## src/rtl/cac_rx_assembler.sv

```systemverilog
// rtl/cac_rx_assembler.sv - assembles decoded CAC chunks into wide words with a one-word output buffer
module cac_rx_assembler #(
    parameter  int CHUNK_W = 5,
    parameter  int NCHUNK  = 4,
    localparam int OUT_W   = CHUNK_W * NCHUNK
) (
    input  logic               clock,
    input  logic               reset,
    input  logic               in_valid,
    input  logic               in_sof,
    input  logic [CHUNK_W-1:0] in_chunk,
    output logic               in_ready,
    output logic               out_valid,
    output logic [OUT_W-1:0]   out_data,
    input  logic               out_ready,
    output logic               err_pulse,
    output logic [7:0]         err_count
);

    localparam int CNT_W = (NCHUNK > 1) ? $clog2(NCHUNK) : 1;

    typedef enum logic {
        IDLE    = 1'b0,
        COLLECT = 1'b1
    } state_t;

    state_t             r_state;
    state_t             w_state_nxt;
    logic [CNT_W-1:0]   r_cnt;
    logic [CNT_W-1:0]   w_cnt_nxt;
    logic [CNT_W-1:0]   w_slot;
    logic [OUT_W-1:0]   r_acc;
    logic [OUT_W-1:0]   w_acc_nxt;
    logic [OUT_W-1:0]   w_merged;
    logic [OUT_W-1:0]   r_out_data;
    logic               r_out_valid;
    logic               r_err_pulse;
    logic [7:0]         r_err_count;
    logic               w_could_complete;
    logic               w_accept;
    logic               w_complete;
    logic               w_err;

    // Only a completing chunk needs the output register free; partial words keep flowing.
    assign w_could_complete = (NCHUNK == 1) ||
                              ((r_state == COLLECT) && (r_cnt == CNT_W'(NCHUNK - 1)));
    assign in_ready = !(r_out_valid && !out_ready && w_could_complete);
    assign w_accept = in_valid && in_ready;

    always_comb begin
        w_state_nxt = r_state;
        w_cnt_nxt   = r_cnt;
        w_acc_nxt   = r_acc;
        w_complete  = 1'b0;
        w_err       = 1'b0;
        w_slot      = in_sof ? '0 : r_cnt;
        w_merged    = in_sof ? '0 : r_acc;
        for (int k = 0; k < NCHUNK; k++) begin
            if (k[CNT_W-1:0] == w_slot) begin
                w_merged[k*CHUNK_W +: CHUNK_W] = in_chunk;
            end
        end

        if (w_accept) begin
            if (in_sof) begin
                w_err = (r_state == COLLECT);
                if (NCHUNK == 1) begin
                    w_complete  = 1'b1;
                    w_state_nxt = IDLE;
                    w_cnt_nxt   = '0;
                    w_acc_nxt   = '0;
                end else begin
                    w_state_nxt = COLLECT;
                    w_cnt_nxt   = CNT_W'(1);
                    w_acc_nxt   = w_merged;
                end
            end else if (r_state == IDLE) begin
                w_err = 1'b1;
            end else if (r_cnt == CNT_W'(NCHUNK - 1)) begin
                w_complete  = 1'b1;
                w_state_nxt = IDLE;
                w_cnt_nxt   = '0;
                w_acc_nxt   = '0;
            end else begin
                w_cnt_nxt = r_cnt + CNT_W'(1);
                w_acc_nxt = w_merged;
            end
        end
    end

    always_ff @(posedge clock or posedge reset) begin
        if (reset) begin
            r_state <= IDLE;
            r_cnt   <= '0;
            r_acc   <= '0;
        end else begin
            r_state <= w_state_nxt;
            r_cnt   <= w_cnt_nxt;
            r_acc   <= w_acc_nxt;
        end
    end

    always_ff @(posedge clock or posedge reset) begin
        if (reset) begin
            r_out_valid <= 1'b0;
            r_out_data  <= '0;
            r_err_pulse <= 1'b0;
            r_err_count <= 8'd0;
        end else begin
            if (w_complete) begin
                r_out_valid <= 1'b1;
                r_out_data  <= w_merged;
            end else if (r_out_valid && out_ready) begin
                r_out_valid <= 1'b0;
            end
            r_err_pulse <= w_err;
            if (w_err && (r_err_count != 8'hFF)) begin
                r_err_count <= r_err_count + 8'd1;
            end
        end
    end

    assign out_valid = r_out_valid;
    assign out_data  = r_out_data;
    assign err_pulse = r_err_pulse;
    assign err_count = r_err_count;

endmodule
```

## config.mk

```make
export PLATFORM = sky130hd
export DESIGN_NAME = cac_rx_assembler
export DESIGN_NICKNAME = d
export VERILOG_FILES = /design/src/rtl/cac_rx_assembler.sv
export SDC_FILE = /design/constraint.sdc
export NUM_CORES = 1
export LEC_CHECK = 0
export ABC_CLOCK_PERIOD_IN_PS = 3270
export CAP_MARGIN = 30
export CORE_MARGIN = 3
export CORE_UTILIZATION = 55
export DETAILED_ROUTE_END_ITERATION = 6
export PLACE_DENSITY = 0.9
export SYNTH_ARGS = -nofsm -noshare
export SYNTH_HDL_FRONTEND = slang
export SYNTH_SLANG_ARGS = --single-unit
```

## constraint.sdc

```tcl
create_clock -name clock -period 3.27 [get_ports clock]
set_input_delay 0.327 -clock clock [delete_from_list [all_inputs] [get_ports clock]]
set_output_delay 0.327 -clock clock [all_outputs]
set_load 0.005 [all_outputs]
```

==> impl_metrics.py, run 1 <==
metrics = {
    "synth": {
        "netlist_instances": 245,
        "yosys_most_used_dff": "dfrtp_1",
        "syn_avg_cell_area_sq_um": 10.1,
        "synth_seq_cells": 53,
        "synth_edf_count": 0,
        "synth_largest_area_cell": "dfrtp_1",
        "synth_cell_types": 35,
        "async_reset_ff_frac": 1.00,
        "synthTopCellsByArea": "dfrtp_1 (54%), a22o_1 (6.4%), nor2_1 (5.9%), a21oi_1 (5.7%), a31oi_1 (3.0%)",
        "synthesis.area_sq_um": 2470,
        "synth_top_cell_area_share": 0.536,
        "ys_warn_count": 0,
        "ys_seq_area_frac": 0.536,
        "syn_nets": 258,
        "synth.most_common_cell": "dfrtp_1",
        "netlist_top_cells_count": "dfrtp_1 (53), nor2_1 (39), a21oi_1 (28)",
    },
    "sta": {
        "fin_crit_sh": 0.695,
        "tightest_slew_ns": 0.541,
        "setup_viol": 0,
        "hold_violations": 0,
        "whs_ns": 0.371,
        "period_needed_ns": 2.27,
        "tns_ns": 0,
        "max_clock_freq_ghz": 0.440,
        "skew_ns": 0.00457,
        "grt_setup_unrepaired": "no",
        "maxSlewViolCount": 0,
        "fin_ws_ns": 0.998,
        "slew-limit-headroom": 0.639,
    },
    "die": {
        "start_util": 0.593,
        "row_count": 23,
        "core_area_sq_um": 4170,
        "dieArea_sq_um": 5340,
        "die_w_um": 73.0,
        "die-height_um": 73.0,
        "pin_count": 41,
    },
    "grt": {
        "antenna_found_initial": 0,
        "grt_pass1_vias": 1937,
        "grt.overflow.total": 0,
        "grt_first_pass_wirelength_um": 9140,
        "grt_max_degree": 41,
        "track_usage": 0.220,
    },
    "final_layout": {
        "utilization": 0.718,
        "drive_above_1_share": 0.0767,
        "n_antenna_cell": 0,
        "area_delta_synth_final_pct": 21.2,
        "final_cells": 337,
        "num-nets-final": 299,
    },
    "power_and_ir_drop": {
        "ir_drop_v": 0.000440,
        "cellPowerDensity_nw_per_um2": 784,
        "p_leak_nw": 1.36,
    },
    "route": {
        "first_iter_violations": 185,
        "drt_wl_total_um": 5410,
        "dr.pass1.iters": 4,
        "viasPerCell": 5.90,
        "wl_per_cell_um": 16.1,
        "vias": 1989,
        "drc": 0,
        "ant_nets": 0,
    },
    "placement": {
        "place_congestion": 0.898,
        "hpwl_um": 3830,
        "port_buffers": 40,
        "place_inst": 329,
        "dp_slack_ns": 0.759,
    },
    "run_status": {
        "status": "completed",
    },
    "flow_run": {
        "maxCapViolations": 0,
    },
    "worst_setup_path": {
        "ff2ff_setup_slack_ns": 1.40,
        "path_max_fanout": 8,
        "crit_required_ns": 2.94,
        "end_kind": "primary output",
        "crit_arrival_ns": 1.95,
        "critical_path_class": "reg -> out",
        "critPathLaunchType": "register",
    },
    "clocking": {
        "cts_tree": "done",
        "clock-root-buffer": "clkbuf_8",
        "cts.clk_slew.worst_paths_ns": 0.09,
        "postCtsHoldBufs": 0,
        "cts_resized": 0,
        "worstSkewPairLatency_ns": 0.31,
        "cts_buffers": 5,
        "cts.sinks": 53,
        "cts_setup_buffers": 0,
        "h-tree-depth": 2,
        "clk_path_buf_depth": 2,
    },
    "hold_path": {
        "hold_class": "in -> async",
    },
}
## sequential cells by signal, summed over array words and instances, names as in the netlist
signal / flops
r_acc: 20
err_pulse: 1
r_cnt: 2
r_state: 1
out_data: 20
out_valid: 1
err_count: 8
## cell usage in the layout, fill, tap and decap left out, types with 2 or more instances in the layout
cell / instances
dfrtp_1: 53
clkdlybuf4s50_1: 40
nor2_1: 39
a21oi_1: 28
a22o_1: 18
nand2_1: 17
a31oi_1: 12
inv_1: 9
nor2b_1: 7
mux2i_1: 6
o21ai_0: 5
and3_1: 5
clkbuf_8: 5
nand3_1: 4
nand4_1: 4
nand2b_1: 3
xnor2_1: 3
ha_1: 3
nor2_2: 2
inv_2: 2
or3b_4: 2
clkinv_2: 2
buf_4: 2
## worst max-delay path: stages, from the launching register on
cell,delay [ns]
dfrtp_1,0.47
ha_1,0.32
and4b_4,0.23
inv_2,0.10
clkdlybuf4s50_1,0.51
## through the flow
stage | power (mW) | area, sq um
floorplan | 1.52 | 2470
global placement | 1.95 | 2890
detailed placement | 2.00 | 2910
CTS | 2.36 | 3000
global route | 2.51 | 3000
finish | 2.35 | 3000
## final timing paths
check                      depth (start not counted)      start            to
min                                                2      reset     out_valid
max                                                4   r_cnt[0]      in_ready
max reg2reg                                        6   r_cnt[0]  out_data[16]
min reg2reg                                        1  r_acc[17]     r_acc[17]
max in group asynchronous                          3      reset  out_data[13]
min in group clock                                 1  r_acc[17]     r_acc[17]
## final cells by class
class / instances / area (sq um)
flip-flops and latches: 53 / 1330
inverters: 11 / 41.3
clock inverters: 2 / 10.0
repair buffers: 43 / 435
clock buffers: 6 / 72.6
fillers: 312 / 1180
well taps: 50 / 62.6
multi-input cells: 172 / 1050
## power by group
group          total (mW)  switching [mW]  internal [mW]
combinational       0.901           0.382          0.518
clock               0.359           0.210          0.149
sequential           1.09           0.192          0.898
total                2.35           0.784           1.57
## kinds of logic after synthesis
family | Yosys count | synth area share
AND/OR/NAND/NOR | 91 | 0.188
multiplexers | 7 | 0.0288
flip-flops | 53 | 0.536
AO/OA/AOI/OAI | 67 | 0.175
adder cells (fa/ha/maj) | 3 | 0.0152
buffers and inverters | 20 | 0.0425
XOR/XNOR | 4 | 0.0142
## routing by layer
layer | vias up | track usage | part of all wire
li1 | 942 | - | -
met1 | 960 | 0.289 | 0.46
met2 | 74 | 0.357 | 0.47
met3 | 13 | 0.0496 | 0.050
met4 | 0 | 0.0799 | 0.018
met5 | - | 0 | 0
Note: power is estimated with default switching activity, not from simulation.
==> run 2, diff against run 1 <==
ABC_CLOCK_PERIOD_IN_PS = 2000   (was 3270)
CORE_UTILIZATION = 48   (was 55)
PLACE_DENSITY = 0.84   (was 0.9)
clock period = 2 ns   (was 3.27 ns; I/O delays follow)
==> impl_metrics.py, run 2 (same netlist as run 1, synthesis figures left out) <==
metrics = {
    "sta": {
        "grt_setup_unrepaired": "no",
        "fin_ws_ns": 0.334,
        "skew_ns": 0.00610,
        "slew-limit-headroom": 0.772,
        "maxSlewViolCount": 0,
        "hold_violations": 0,
        "setup_viol": 0,
        "fin_crit_sh": 0.833,
        "tightest_slew_ns": 0.341,
        "period_needed_ns": 1.67,
        "max_clock_freq_ghz": 0.600,
        "tns_ns": 0,
    },
    "route": {
        "route.met3.wl_um": 308,
        "drt_wl_total_um": 5280,
        "dr_wl_met2_um": 2590,
        "wl_per_cell_um": 14.7,
        "met1_length_um": 2310,
        "vias": 1965,
        "dr.pass1.iters": 4,
        "viasPerCell": 5.47,
        "ant_nets": 0,
        "top_layer_used": "met4",
        "drc": 0,
        "first_iter_violations": 157,
    },
    "die": {
        "row_count": 25,
        "pin_count": 41,
        "dieArea_sq_um": 6050,
        "die_w_um": 77.8,
        "core_area_sq_um": 4850,
        "start_util": 0.510,
        "die-height_um": 77.8,
    },
    "clocking": {
        "postCtsHoldBufs": 0,
        "cts.clk_slew.worst_paths_ns": 0.09,
        "h-tree-depth": 2,
        "cts.sinks": 53,
        "cts_buffers": 5,
        "worstSkewPairLatency_ns": 0.31,
        "clock-root-buffer": "clkbuf_8",
        "cts_tree": "done",
        "clk_path_buf_depth": 2,
    },
    "worst_setup_path": {
        "crit_arrival_ns": 1.86,
        "critPathLaunchType": "register",
        "path_max_fanout": 5,
        "crit_required_ns": 2.19,
        "end_kind": "register",
        "critical_path_class": "reg -> reg",
    },
    "placement": {
        "place_congestion": 0.806,
        "port_buffers": 40,
        "place_area_sq_um": 2970,
        "dp_slack_ns": 0.0842,
        "place_inst": 349,
        "hpwl_um": 3720,
    },
    "final_layout": {
        "multi_input_comb_area_sq_um": 1060,
        "mostFrequentLayoutCells": "dfrtp_1 (51), nor2_1 (39), clkdlybuf4s50_1 (39), a21oi_1 (28), a22o_1 (18)",
        "final_cells": 359,
        "final-seq-area_sq_um": 1330,
        "drive_above_1_share": 0.106,
        "area_delta_synth_final_pct": 25.5,
        "n_antenna_cell": 0,
        "layout_commonest_cell": "dfrtp_1",
        "final.fill_count": 397,
        "design_area_sq_um": 3100,
        "num-nets-final": 304,
    },
    "flow_run": {
        "maxCapViolations": 0,
    },
    "hold_path": {
        "hold_class": "in -> async",
    },
    "grt": {
        "antenna_found_initial": 0,
        "track_usage": 0.188,
        "grt_max_degree": 54,
        "grt_pass1_vias": 1876,
        "grt_first_pass_wirelength_um": 9080,
        "grt.overflow.total": 0,
    },
    "power_and_ir_drop": {
        "p_leak_nw": 1.40,
        "power.total_mw": 3.92,
        "cellPowerDensity_nw_per_um2": 1260,
        "ir_drop_v": 0.000601,
    },
    "run_status": {
        "status": "completed",
    },
}
==> run 2: where the power goes <==
part / leakage [nW] / internal (mW) / switching (mW)
Clock: 0.0542 / 0.313 / 0.336
Combinational: 0.675 / 0.889 / 0.623
Sequential: 0.666 / 1.47 / 0.287
==> run 2: final cells by class <==
class / count / area share
inverter: 11 / 0.0133
sequential: 53 / 0.428
clock buffer: 7 / 0.0310
clock inverter: 1 / 0.00161
timing repair buffer: 48 / 0.157
multi-input combinational: 172 / 0.342
tap: 67 / 0.0270
==> run 2: repair_timing <==
item	in CTS	in global routing
gates resized for setup	4	1
buffers inserted	1	1
setup endpoints to repair	1	1
==> run 2: worst max-delay path: stages (launching register included) <==
cell and delay (ns):
dfrtp_1 0.45, ha_1 0.27, and3_1 0.21, a211o_1 0.31, mux2_1 0.32
==> run 2: stage by stage <==
step                      hold slack [ns]   util
final                               0.251  0.640
after global routing                0.285  0.640
after floorplan                     0.340      -
after detailed placement            0.464  0.612
after global placement              0.463  0.612
after CTS                           0.259  0.638
==> run 2: final timing paths <==
path | slack (ns) | start | depth (start not counted) | endpoint
worst max-delay path | 0.33 | err_count[0] | 4 | err_count[1]
worst min-delay path | 0.25 | reset | 3 | out_data[11]
worst max register to register | 0.33 | err_count[0] | 4 | err_count[1]
worst min register to register | 0.48 | r_acc[18] | 2 | r_acc[18]
max in group asynchronous | 1.50 | reset | 3 | r_cnt[1]
min in group clock | 0.48 | r_acc[18] | 2 | r_acc[18]
==> run 2: routing by layer <==
layer  GRT usage  vias up
li1            -      953
met1       0.250      951
met2       0.299       54
met3      0.0371        7
met4      0.0765        0
met5           0        -
==> run 3, diff against run 2 <==
ABC_CLOCK_PERIOD_IN_PS = 1700   (was 2000)
CORE_UTILIZATION = 53   (was 48)
PLACE_DENSITY = 0.87   (was 0.84)
clock period = 1.7 ns   (was 2 ns; I/O delays follow)
==> impl_metrics.py, run 3 (same netlist as run 1, synthesis figures left out) <==
metrics = {
    "die": {
        "die-height_um": 74.3,
        "die_w_um": 74.3,
        "pin_count": 41,
        "dieArea_sq_um": 5520,
        "row_count": 24,
        "start_util": 0.556,
        "core_area_sq_um": 4440,
    },
    "power_and_ir_drop": {
        "cellPowerDensity_nw_per_um2": 1460,
        "clkPwrFrac": 0.162,
        "switching_power_mw": 1.53,
        "power.total_mw": 4.77,
        "p_sw_frac": 0.321,
        "power_frac_comb": 0.408,
        "p_leak_nw": 1.51,
        "seqPwrFrac": 0.431,
        "ir_drop_v": 0.000799,
        "internal_power_mw": 3.24,
    },
    "worst_setup_path": {
        "crit_chain": "clkdlybuf4s50_1 -> inv_2 -> ha_1 -> nand2b_1 -> a211o_1 -> mux2_1",
        "crit_arrival_ns": 1.84,
        "cp_num_buf_inv": 2,
        "critPathMaxStageDelay_ns": 0.56,
        "critPathLaunchType": "primary input",
        "crit_slowest_cell": "clkdlybuf4s50_1",
        "end_kind": "register",
        "critical_path_class": "in -> reg",
        "path_max_fanout": 3,
        "crit_required_ns": 1.89,
        "crit_family": "buffers and inverters",
        "ff2ff_setup_slack_ns": 0.08,
    },
    "grt": {
        "grt.overflow.total": 0,
        "grt_first_pass_wirelength_um": 9560,
        "antenna_found_initial": 0,
        "grt_pass1_vias": 2051,
        "track_usage": 0.225,
        "grt_max_degree": 54,
    },
    "sta": {
        "hold_violations": 0,
        "fin_ws_ns": 0.0491,
        "period_needed_ns": 1.65,
        "setup_viol": 0,
        "max_clock_freq_ghz": 0.606,
        "tightest_slew_ns": 0.330,
        "grt_setup_unrepaired": "yes",
        "skew_ns": 0.0113,
        "maxSlewViolCount": 0,
        "whs_ns": 0.211,
        "slew-limit-headroom": 0.779,
        "fin_crit_sh": 0.971,
    },
    "route": {
        "vias": 2128,
        "viasPerCell": 5.85,
        "drc": 0,
        "drt_wl_total_um": 5990,
        "first_iter_violations": 254,
        "wl_per_cell_um": 16.5,
        "ant_nets": 0,
        "dr.pass1.iters": 4,
    },
    "final_layout": {
        "drive_above_1_share": 0.163,
        "final.fill_count": 311,
        "area_delta_synth_final_pct": 31.7,
        "mostFrequentLayoutCells": "dfrtp_1 (53), nor2_1 (39), clkdlybuf4s50_1 (39), a21oi_1 (28), buf_4 (22)",
        "num-nets-final": 324,
        "n_antenna_cell": 0,
        "layout_commonest_cell": "dfrtp_1",
    },
    "clocking": {
        "postCtsHoldBufs": 0,
        "clk_path_buf_depth": 2,
        "clock-root-buffer": "clkbuf_8",
        "cts_tree": "done",
        "cts.clk_slew.worst_paths_ns": 0.10,
        "cts.sinks": 53,
        "worstSkewPairLatency_ns": 0.31,
        "cts_buffers": 5,
        "h-tree-depth": 2,
    },
    "placement": {
        "dp_slack_ns": -0.233,
        "hpwl_um": 3930,
        "place_congestion": 0.865,
        "port_buffers": 40,
    },
    "run_status": {
        "status": "completed",
    },
    "hold_path": {
        "hold_class": "in -> async",
    },
    "flow_run": {
        "maxCapViolations": 0,
    },
}
[run 3: repair_timing]
action	4_1_cts	5_1_grt
gates cloned	0	1
setup buffers	0	2
gates resized for setup	3	5
endpoints found under the setup margin	1	14
[run 3: path summary, 6_finish.rpt]
kind | startpoint | end | cells after the start
min in group clock | r_acc[16] | r_acc[16] | 2
setup / recovery | in_sof | err_count[1] | 6
max in group asynchronous | reset | out_data[0] | 3
hold reg to reg | r_acc[16] | r_acc[16] | 2
hold / removal | reset | r_acc[6] | 3
setup reg to reg | r_cnt[1] | out_data[16] | 7
[run 3: through the flow]
stage / instances / setup TNS, ns / util / area [sq um]
CTS: 361 / 0 / 0.720 / 3200
finish: 364 / 0 / 0.733 / 3260
detailed placement: 353 / -6.42 / 0.696 / 3090
global route: 364 / -0.271 / 0.733 / 3260
floorplan: 245 / 0 / - / 2470
global placement: 353 / -4.74 / 0.696 / 3090
[run 3: tightest hold or removal path, stage by stage]
cell,delay [ns]
clkdlybuf4s50_1,0.41
inv_2,0.07
buf_12,0.26
[run 3: layout make-up]
type                            instances  area [sq um]  share of cell area
Timing Repair Buffer                   68           667               0.205
Sequential cell                        53          1330               0.407
Clock buffer                            7          96.3              0.0296
Multi-Input combinational cell        172          1050               0.323
Tap cell                               52          65.1              0.0200
Inverter                               11          43.8              0.0135
Clock inverter                          1          5.00             0.00154
[run 3: metal layers]
metal | global-route usage | part of all wire
met5 | 0 | 0
met4 | 0.0711 | 0.017
met3 | 0.0351 | 0.048
met2 | 0.365 | 0.49
met1 | 0.311 | 0.45
[run 3: power groups by stage]
stage	logic (mW)	clock network [mW]	registers (mW)
final	1.94	0.771	2.05
after global routing	2.16	0.826	2.12
after CTS	1.93	0.776	2.05
after detailed placement	1.91	0	2.07
after global placement	1.85	0	2.04
after floorplan	0.858	0	2.07
==> edit 1: new RTL, settings of run 3 <==
Set the parameter `CHUNK_W` to 10 (it was 5).
--- a/src/rtl/cac_rx_assembler.sv
+++ b/src/rtl/cac_rx_assembler.sv
@@ -1,6 +1,6 @@
 // rtl/cac_rx_assembler.sv - assembles decoded CAC chunks into wide words with a one-word output buffer
 module cac_rx_assembler #(
-    parameter  int CHUNK_W = 5,
+    parameter  int CHUNK_W = 10,
     parameter  int NCHUNK  = 4,
     localparam int OUT_W   = CHUNK_W * NCHUNK
 ) (
Ports: changed (resized in_chunk and out_data); port bits go from 41 to 66. No check against the original RTL was run, so the function may have changed too.
==> edit 1 against run 3 <==
  * The run now ends with negative setup slack left
  * Clock power up 96%
  * Power up 100%
  * Worst hold slack worse by 0.050 ns
  * Sequential cell count up 40
  * Worst setup slack worse by 0.14 ns
  * Die area up 75%
  * Critical path depth up 1
  * Routed wire length up 99%
  * Area after synthesis up 83%
  * Register-to-register slack worse by 0.17 ns
  * Design area up 86%
  * Sequential power up 78%
  * Critical path type is now reg2reg
  * Largest cell class unchanged
==> edit 1: results (changes against run 3) <==
run status=finished, violations left; failing checks=negative setup slack; crit-path max FO=6 (+3); Max clock buf depth=2 (unchanged); final setup skew=0.01351 ns (+0.002199 ns); syn nets=401 (+55%); Num CTS Buffers=9 (+4); GPL Wtd Cong=0.8071 (-6.7%); post-detail-place hpwl=6.781 mm (+72%); post-synthesis sequential area ratio=51.48% (-2.2 points); maximum vdd drop=0.0009430 V (+18%); Worst-Skew Late Latency=0.37 ns (+0.06 ns); number of global-route vias before repair=3506 (+71%); vias per inst=5.926 (+1.4%); Fin Setup TNS=-1.958 ns (-1.958 ns); PortBufs=65 (+63%); Synth async-reset ratio=100.0% (unchanged); Post-Syn Area per Cell=11.80 µm² (+17%); main area contributors after synthesis=dfrtp_1, a21oi_2, a22o_1; first-pass GRT wire length=17.85 mm (+87%); gr usage total=23.27% (+0.82 points); share of cells above drive strength 1=28.86% (+13 points); drt total wl=11.95 mm (+99%); largest net degree at the start of global routing=40 (-26%); Placed Area=5456 µm² (+76%); placed cell count=560 (+59%); P_leak=2.765 nW (+83%); worst path arrival time=2.10 ns (+0.26 ns); Switching Share=34.03% (+1.9 points); Worst-Margin Slew=0.5143 ns (+0.1846 ns); Final setup viols=54 (+54); Synth top cells by count=dfrtp_1, nor2_1, a21oi_2, a22o_1, mux2i_1; TritonRoute pass-1 iters=5 (+1); fin nets=505 (+56%); pre-CTS setup slack=-0.3899 ns (-0.1574 ns); Synth cell types=47 (+34%); final worst slack=-0.09462 ns (-0.1438 ns); Post-Layout Cell Count=597 (+64%); Initial DRC Count=304 (+20%); filler cell count=509 (+64%); Worst Hold Class=in2async; Clock H-tree levels=3 (+1)
==> edit 1: worst max-delay path, cell delays in order, from the launching register on <==
cell       delay [ns]
dfrtp_1          0.45
ha_4             0.21
nand4b_4         0.15
nand3b_4         0.13
buf_12           0.15
nor3b_4          0.29
clkbuf_16        0.21
a22o_1           0.13
==> edit 1: layout make-up <==
| cell class | count | area, µm² | share of cell area [%] |
|---|---|---|---|
| Clock inverter | 7 | 75.07 | 1.242 |
| Sequential cell | 93 | 2327 | 38.52 |
| Multi-Input combinational cell | 255 | 2006 | 33.20 |
| Timing Repair Buffer | 123 | 1356 | 22.45 |
| Inverter | 5 | 22.52 | 0.3727 |
| Tap cell | 105 | 131.4 | 2.174 |
| Clock buffer | 9 | 123.9 | 2.050 |
==> edit 1: logic make-up after synthesis <==
logic type | synth area share [%]
simple gates | 14.39
compound gates | 19.40
flops | 51.48
buf+inv | 5.978
mux | 7.141
xor+xnor | 0.7751
fa+ha+maj | 0.8304
==> edit 1: repair_timing <==
item	in CTS	in global routing
pin swaps	4	27
buffers inserted	6	10
setup endpoints to repair	86	84
gates cloned	2	6
gates resized for setup	7	22
==> edit 1: final timing paths <==
kind	from	end	slack [ns]	cells after the start
min in group clock	r_acc[17]$_DFFE_PP0P_	r_acc[17]$_DFFE_PP0P_	0.50	1
max in group asynchronous	reset	r_acc[16]$_DFFE_PP0P_	0.98	3
max	r_cnt[0]$_DFFE_PP0P_	r_acc[0]$_DFFE_PP0P_	-0.09	7
min	reset	out_data[15]$_DFFE_PP0P_	0.16	2
max reg2reg	r_cnt[0]$_DFFE_PP0P_	r_acc[0]$_DFFE_PP0P_	-0.09	7
min reg2reg	r_acc[17]$_DFFE_PP0P_	r_acc[17]$_DFFE_PP0P_	0.50	1
==> edit 1: metal layers <==
metal  share of wire, %  global-route usage [%]  wire, µm  up-vias
li1                   -                       -         -     1564
met1                 41                   30.78      4868     1781
met2                 50                   38.38      5937      159
met3                6.7                   5.143       799       34
met4                2.9                   7.458       344        0
met5                  0                       0         0        -
==> edit 1: power groups by stage <==
| stage | combinational [mW] | sequential, mW | clock [mW] |
|---|---|---|---|
| detailed placement | 3.89 | 3.63 | 0 |
| floorplan | 2.03 | 3.64 | 0 |
| CTS | 4.07 | 3.61 | 1.53 |
| finish | 4.37 | 3.65 | 1.51 |
| global placement | 3.75 | 3.59 | 0 |
| global route | 4.69 | 3.74 | 1.62 |
==> edit 2: new RTL, flow settings as in run 3 <==
Without the edit above. The output `err_pulse` loses its register stage (`r_err_pulse` becomes a continuous assignment).
--- a/src/rtl/cac_rx_assembler.sv
+++ b/src/rtl/cac_rx_assembler.sv
@@ -104,7 +104,6 @@
         if (reset) begin
             r_out_valid <= 1'b0;
             r_out_data  <= '0;
-            r_err_pulse <= 1'b0;
             r_err_count <= 8'd0;
         end else begin
             if (w_complete) begin
@@ -113,12 +112,13 @@
             end else if (r_out_valid && out_ready) begin
                 r_out_valid <= 1'b0;
             end
-            r_err_pulse <= w_err;
             if (w_err && (r_err_count != 8'hFF)) begin
                 r_err_count <= r_err_count + 8'd1;
             end
         end
     end
+
+    assign r_err_pulse = w_err;
 
     assign out_valid = r_out_valid;
     assign out_data  = r_out_data;
Formal check against the unedited RTL: not equivalent (a bounded check fails within 4 cycles, from zero or initial values and one cycle with reset high).
==> edit 2 against run 3 <==
  * Routed wire length decreased by 4.8%
  * Sequential cell count fell by 1
  * Clock skew up 0.0028 ns
  * Area after synthesis down 1.0%
  * Worst setup slack improved by 0.019 ns
  * Die area is 0.93% lower
  * Combinational power grew 3%
  * Synthesized cell count decreased by 0.41%
  * Power increased by 2.9%
  * Design area about the same
  * Critical path type is now reg2out
==> edit 2: results (changes against run 3) <==
met2 WL=2.767 mm (-4.9%); Synth top cells by count=dfrtp_1, nor2_1, a21oi_1, a22o_1, nand2_1; reg2reg end=r_acc[7]$_DFFE_PP0P_; worst reg2reg path startpoint=r_cnt[0]$_DFFE_PP0P_; post-detail-place hpwl=3.797 mm (-3.5%); GPL Wtd Cong=0.8662 (+0.10%); final setup skew=0.01416 ns (+0.002847 ns); gr usage total=21.21% (-1.2 points); filler cell count=307 (-1.3%); share of cells above drive strength 1=15.91% (-0.44 points); slowest stage cell, crit path=dfrtp_1; Gate Count Post-Synth=244 (-0.41%); Worst-Margin Slew=0.3068 ns (-0.02293 ns); run status=completed; placed cell count=349 (-1.1%); R2R depth=6 (-1); CTS sink count=52 (-1.9%); adder-cell share of the synthesized area=1.534% (+0.016 points); clk tree area frac=3.880% (+0.77 points); maximum vdd drop=0.0009698 V (+21%); Repair and plain buffers=65 (-4.4%); Compound-Gate Fraction of Synth Area=17.64% (+0.18 points); Die W=73.96 µm (-0.46%); Placed Area=3058 µm² (-1.1%); routed length on met3=245 µm (-15%); Layout non-clock buf frac=20.28% (-0.20 points); grt met2 use=33.46% (-3.1 points); fin nets=320 (-1.2%); P_leak=1.511 nW (+0.24%); DR vias=2047 (-3.8%); number of global-route vias before repair=1943 (-5.3%); crit-path max FO=2 (-1); fmax=612.6 MHz (+1.1%); main area contributors after synthesis=dfrtp_1, a22o_1, nor2_1; fraction of synthesized area in multiplexers=2.914% (+0.029 points); M1 wire length=2.560 mm (-5.0%); sequential share of cell area=39.95% (-0.78 points); pre-CTS setup slack=-0.2541 ns (-0.02163 ns); first-pass GRT wire length=8.887 mm (-7.1%); syn nets=257 (-0.39%); largest net degree at the start of global routing=53 (-1.9%); hold slack=0.2237 ns (+0.01299 ns); Routed WL per cell=15.84 µm (-3.8%); Post-Layout Cell Count=360 (-1.1%)
[edit 2: cell count changes after synthesis, sizes merged]
cell	delta
dfrtp	-1
[edit 2: timing repair]
action | in CTS | in global routing
resized for setup | 4 | 3
buffers inserted | 0 | 1
setup endpoints to repair | 2 | 3
cloned | 0 | 2
pin swaps | 0 | 1
[edit 2: power breakdown]
| group | internal (mW) | leakage (nW) | switching, mW |
|---|---|---|---|
| clock network | 0.519 | 0.0645 | 0.396 |
| registers | 1.70 | 0.655 | 0.297 |
| logic | 1.18 | 0.791 | 0.819 |
| total | 3.40 | 1.51 | 1.51 |
[edit 2: how the worst max path moves through the flow]
stage                                    from                       end  depth (start not counted)
after floorplan                        in_sof  err_count[1]$_DFFE_PP0P_                          7
after global placement                 in_sof                 err_pulse                          6
after detailed placement               in_sof                 err_pulse                          6
after CTS                              in_sof                 err_pulse                          6
after global routing      r_state$_DFFE_PP0P_      r_acc[7]$_DFFE_PP0P_                          6
final                     r_state$_DFFE_PP0P_                 err_pulse                          5
